==> src/rtl/fetch_ctrl.sv <==
// Instruction-fetch controller: owns the fetch PC, runs a one-outstanding-request
// handshake to instruction memory and presents fetched instructions to decode.
module fetch_ctrl #(
    parameter int                ADDR_W   = 32,
    parameter int                INSTR_W  = 32,
    parameter logic [ADDR_W-1:0] RESET_PC = '0
) (
    input  logic               clk,
    input  logic               reset,
    input  logic               taken,
    input  logic [ADDR_W-1:0]  branch_address,
    input  logic               stall,
    output logic               imem_req,
    output logic [ADDR_W-1:0]  imem_addr,
    input  logic               imem_ack,
    input  logic [INSTR_W-1:0] imem_rdata,
    output logic [ADDR_W-1:0]  pc,
    output logic [ADDR_W-1:0]  pc_next,
    output logic [INSTR_W-1:0] Instruction,
    output logic               instr_valid
);

    typedef enum logic [1:0] {
        IDLE   = 2'd0,
        REQ    = 2'd1,
        SQUASH = 2'd2,
        VALID  = 2'd3
    } state_t;

    localparam logic [ADDR_W-1:0] STEP       = ADDR_W'(4);
    localparam logic [ADDR_W-1:0] ALIGN_MASK = ~ADDR_W'(3);

    state_t             state, state_nxt;
    logic [ADDR_W-1:0]  fetch_pc, fetch_pc_nxt;
    logic [ADDR_W-1:0]  old_addr, old_addr_nxt;
    logic [ADDR_W-1:0]  target;
    logic               capture;

    assign target = branch_address & ALIGN_MASK;

    // NOTE: every signal written here gets a default first so no path leaves it
    // unassigned, which would otherwise infer a latch.
    always_comb begin
        state_nxt    = state;
        fetch_pc_nxt = fetch_pc;
        old_addr_nxt = old_addr;
        capture      = 1'b0;

        case (state)
            IDLE: begin
                state_nxt = REQ;
                if (taken) fetch_pc_nxt = target;
            end

            REQ: begin
                if (taken) begin
                    fetch_pc_nxt = target;
                    // An unacked request cannot be withdrawn: remember its address
                    // and drain it in SQUASH before fetching the target.
                    if (!imem_ack) begin
                        old_addr_nxt = fetch_pc;
                        state_nxt    = SQUASH;
                    end
                end else if (imem_ack) begin
                    capture      = 1'b1;
                    fetch_pc_nxt = fetch_pc + STEP;
                    state_nxt    = VALID;
                end
            end

            SQUASH: begin
                if (taken)    fetch_pc_nxt = target;
                if (imem_ack) state_nxt    = REQ;
            end

            VALID: begin
                if (taken) begin
                    fetch_pc_nxt = target;
                    state_nxt    = REQ;
                end else if (!stall) begin
                    state_nxt = REQ;
                end
            end

            default: state_nxt = IDLE;
        endcase
    end

    // NOTE: reset is synchronous and active-low, so it is sampled only on the
    // clock edge and is not in the sensitivity list.
    always_ff @(posedge clk) begin
        if (!reset) begin
            state       <= IDLE;
            fetch_pc    <= RESET_PC;
            old_addr    <= RESET_PC;
            pc          <= RESET_PC;
            Instruction <= '0;
        end else begin
            state    <= state_nxt;
            fetch_pc <= fetch_pc_nxt;
            old_addr <= old_addr_nxt;
            if (capture) begin
                Instruction <= imem_rdata;
                pc          <= fetch_pc;
            end
        end
    end

    assign imem_req    = (state == REQ) || (state == SQUASH);
    assign imem_addr   = (state == SQUASH) ? old_addr : fetch_pc;
    assign instr_valid = (state == VALID);
    assign pc_next     = pc + STEP;

endmodule

==> config.mk <==
export PLATFORM = sky130hd
export DESIGN_NAME = fetch_ctrl
export DESIGN_NICKNAME = d
export VERILOG_FILES = /design/src/rtl/fetch_ctrl.sv
export SDC_FILE = /design/constraint.sdc
export NUM_CORES = 1
export LEC_CHECK = 0
export ABC_AREA = 1
export CAP_MARGIN = 20
export CORE_MARGIN = 8
export CORE_UTILIZATION = 40
export CTS_BUF_LIST = sky130_fd_sc_hd__clkbuf_16
export DETAILED_ROUTE_END_ITERATION = 7
export GPL_TIMING_DRIVEN = 0
export PLACE_DENSITY = 0.76
export SYNTH_ARGS = -nofsm -noshare
export SYNTH_HDL_FRONTEND = slang
export SYNTH_SLANG_ARGS = --single-unit
export TNS_END_PERCENT = 5
==> constraint.sdc <==
create_clock -name clk -period 2.8 [get_ports clk]
set_input_delay 0.28 -clock clk [delete_from_list [all_inputs] [get_ports clk]]
set_output_delay 0.28 -clock clk [all_outputs]
set_load 0.005 [all_outputs]
* Word-level counts from Yosys, hierarchy flattened
Cells that the tools add are included.
** Operators by class
- Add/subtract/negate cells :: 2
- Equal/unequal tests :: 8
- Multiplexer cells :: 15
- Bitwise operators :: 1
- Reduce and logical (&&, ||, !) cells :: 6
** Operators by type and width (count)
- 32-bit two-way mux :: 4
- 32-bit by 3-bit adder with 32-bit output, second input constant :: 2
- 32-bit case mux with 2 select lines :: 1
- 2-bit two-way mux :: 6
- 3-bit != test, second input constant :: 3
- 2-bit case mux with 4 select lines :: 1
- 2-bit == test, second input constant :: 2
- 4-bit AND reduction :: 1
- 1-bit two-way mux :: 3
- 3-bit AND reduction :: 1
- 3-bit OR reduction :: 1
- 2-bit by 1-bit == test with 1-bit output, second input constant :: 1
- 2-bit logical NOT :: 1
- 2-bit by 1-bit != test with 1-bit output, second input constant :: 1
- 2-bit != test, second input constant :: 1
- 2-bit AND reduction :: 1
- 1-bit logical OR :: 1
- 1-bit inverter :: 1
** Storage, ports and cells
- Bits in registers :: 130
- Input bits :: 69
- Output and inout port bits :: 130
- Logic and storage cells :: 37

* Longest topological paths before layout
- Word-level depth :: 4
- Gate-level depth with buffers :: 10

* Least setup slack after synthesis
No wires, ideal clock.
- Path kind :: reg2out
- Start :: reg pc[2]
- End :: out pc_next[22]
- Arrival :: 1438 ps
- Required time :: 2520 ps
- Path slack :: 1082 ps
- Cell stages (with the launch flop) :: 9
- Buffers on the path :: 0
- Path through :: dfxtp_1 ha_1 nand2_1 nor3_4 nand2_4 nor2_4 nand2_2 nor2_2 xor2_1
** On the way
- Longest elaborated chain between the ends :: 1
** Ends and longest elaborated chain
- start, declared :: line 17 : output logic [ADDR_W-1:0] pc,
- start signal, assigned :: line 104 : pc <= fetch_pc;
- 32-bit by 3-bit adder with 32-bit output :: line 112 : assign pc_next = pc + STEP;
- end, declared :: line 18 : output logic [ADDR_W-1:0] pc_next,
Every way passes these cells.

* Worst setup path in the final report
- Start :: reg pc[2]
- End :: out pc_next[10]
The elaborated chain is that of the path after synthesis.

==> summary.txt <==
Detailed routing
  • DR WL/cell: 17.31 um
  • Vias per cell: 5.218
  • Post-route ant nets: 0
  • DR vias: 7358
  • Routed wire length: 24410 um
  • DR iter-0 viols: 565
  • Pre-antenna DRT Iters: 6
  • Drt drc: 0

STA
  • Final setup fails: 0
  • Clk_skew: 0.009153 ns
  • Worst setup slack after layout: 0.02956 ns
  • Slew @ Worst Pin: 0.7084 ns
  • Final hold violations: 0
  • RSZ-0062 raised after global routing: yes
  • TNS Setup: 0 ns
  • Final Cycle Share: 0.9894
  • F_max: 361.0 MHz
  • Min Tclk post-route: 2.770 ns
  • Final Max Slew Viols: 0
  • Slew headroom: 0.5277

Synthesis
  • Post-synthesis simple-gate area fraction: 0.2944
  • Mapped Area: 6430 um2
  • Syn_area_per_cell: 6.663 um2
  • Seq/Total Area, Yosys: 0.3861
  • Synth Register Bits: 124
  • EDFF count, synth: 0
  • Synth Area in XOR/XNOR: 0.03405
  • Mux share of post-synthesis cell area: 0
  • Largest family of logic cells by synthesized area: simple AND/OR/NAND/NOR gates
  • Cell taking the most area after synthesis: dfxtp_1
  • Ys flop type: dfxtp_1
  • Mapped Cells: 965
  • Yosys warns: 0
  • Yosys cell types: 37
  • Largest cells by area after synthesis: dfxtp_1, nand2_1, o21ai_0
  • Synth Area in Compound Gates: 0.1882
  • Synth Area in Adders: 0.009730
  • Area share of the largest cell type after synthesis: 0.3861
  • Post-synth ARST share: 0

Power and ir drop
  • Total power: 0.005108 W
  • Max VDD drop: 326.3 uV
  • PwrDens: 552.1 nW/um2
  • Pleak: 3.529 nW

Floorplanning
  • Die W: 142.8 um
  • Rows: 46
  • Io pins: 199
  • Die area: 20390 um2
  • Starting Density: 0.4062
  • CORE AREA: 15830 um2
  • Die Height: 142.8 um

Setup path
  • CP Data Required Time: 2.52 ns
  • CP Launch Type: register
  • Worst Path Max Fanout: 5
  • Crit Path Class: reg -> out
  • Critical path arrival: 2.49 ns
  • Worst Setup End Kind: output port

Min path
  • Worst hold path type: in -> reg

CTS
  • Largest buffer count on any clock path: 2
  • Cts bufs inserted: 17
  • Clock-pin slew on the worst setup and hold paths: 0.06 ns
  • CTS sink cnt: 124
  • CTS tree: done
  • Number of H-tree levels: 4
  • Insertion delay to the later sink of the worst-skew pair: 0.42 ns
  • Clock root buffer: clkbuf_16

Finish
  • ANT cells: 0
  • Share of cells above drive strength 1: 0.08878
  • Commonest non-fill, non-tap cell in the layout: nand2_1
  • Post-layout instance count excluding filler cells: 1410
  • Synth-to-Final Area Change: 43.90%
  • Nets: 1255
  • Final Instance Area: 9253 um2
  • Most frequent cells in the layout: nand2_1, clkdlybuf4s50_1, nor2_1, o21ai_0, dfxtp_1

Outcome
  • Status: finished, final reports clean

GRT
  • Initial antenna violation count: 0
  • Pin count of the biggest net entering global routing: 17
  • GRT overflow: 0
  • Overall routing resource usage: 0.2392
  • Vias in the first global route: 7247
  • First-pass GRT wire length: 38170 um

Placed design
  • GP Congestion: 0.9578
  • Post-DP Area: 8611 um2
  • Pre-CTS WS: 0.1482 ns
  • Hpwl dp: 18770 um
  • Count of input and output buffers: 189
  • Dpl cells: 1375

Flow run
  • # Max-Cap Violations: 0
[kinds of logic after synthesis]
logic type | after synthesis
buffers and inverters | 134
AND/OR/NAND/NOR | 445
other | 1
flip-flops | 124
adder cells (fa/ha/maj) | 5
AO/OA/AOI/OAI | 231
XOR/XNOR | 25
[worst max-delay path, stage by stage, from the launching register on]
cell	delay [ns]
dfxtp_2	0.39
ha_2	0.22
nand2_1	0.11
nor3_4	0.28
buf_4	0.16
nand2_1	0.07
nor2_4	0.15
xor2_1	0.15
clkdlybuf4s50_1	0.52
[worst paths after layout]
kind | start | endpoint | cells past startpoint | slack (ns)
setup / recovery | pc[2] | pc_next[10] | 8 | 0.03
hold reg to reg | fetch_pc[31] | fetch_pc[31] | 2 | 0.50
hold / removal | taken | fetch_pc[23] | 5 | 0.28
setup reg to reg | state[1] | old_addr[30] | 7 | 0.73
[area by class of cell]
type,count,area [um2]
buffer,54,266.5
clock buffer,17,425.4
clock inverter,15,138.9
fill,1515,6575
inverter,80,300.3
multi-input combinational,712,3440
sequential,124,2492
tap,216,270.3
timing repair buffer,192,1919
[through the flow]
| stage | hold WS, ns | util |
|---|---|---|
| after floorplan | 0.4149 | - |
| after global placement | 0.4695 | 0.5440 |
| after detailed placement | 0.4927 | 0.5440 |
| after CTS | 0.2665 | 0.5806 |
| after global routing | 0.3039 | 0.5846 |
| final | 0.2819 | 0.5846 |
[cells in the mapped netlist (2+ instances only)]
cell type  number
o21ai_0       127
a211oi_1        2
xor2_1         24
nor3_1         14
buf_4          11
nor2_1        152
a31oi_1         5
nand3_1        38
o221ai_1        3
ha_1            5
nor3_2          4
o211ai_1        9
o21ai_1         5
a21oi_1        77
nor2_4          4
nor2_2          8
inv_2           8
nand2_1       201
nand2_2         4
dfxtp_1       124
clkbuf_1       31
nor4_1          6
nand4_1         7
inv_1          72
buf_2          12
[routing by layer]
layer	up-vias	part of all wire	track usage
met5	-	0	0
met1	3373	0.40	0.2846
met3	39	0.12	0.08180
met4	0	0.023	0.09116
li1	3586	-	-
met2	360	0.46	0.3900
[state kept, by name, summed over array words and instances (netlist names)]
name         cells
pc              30
state            2
fetch_pc        30
old_addr        30
Instruction     32
[repair_timing]
| action | 4_1_cts | 5_1_grt |
|---|---|---|
| pin swaps | 0 | 1 |
| buffers inserted | 0 | 3 |
| endpoints found under the setup margin | 37 | 32 |
| hold buffers | 0 | 0 |
| resized for setup | 7 | 16 |
[where the power goes]
part	switching, W	leakage, nW	total [W]	internal [W]
sequential	0.000121	1.02	0.00202	0.00190
clock	0.000882	0.263	0.00211	0.00123
combinational	0.000507	2.25	0.000978	0.000472
total	0.00151	3.53	0.00511	0.00360
Power figures use the tool's default switching activity.
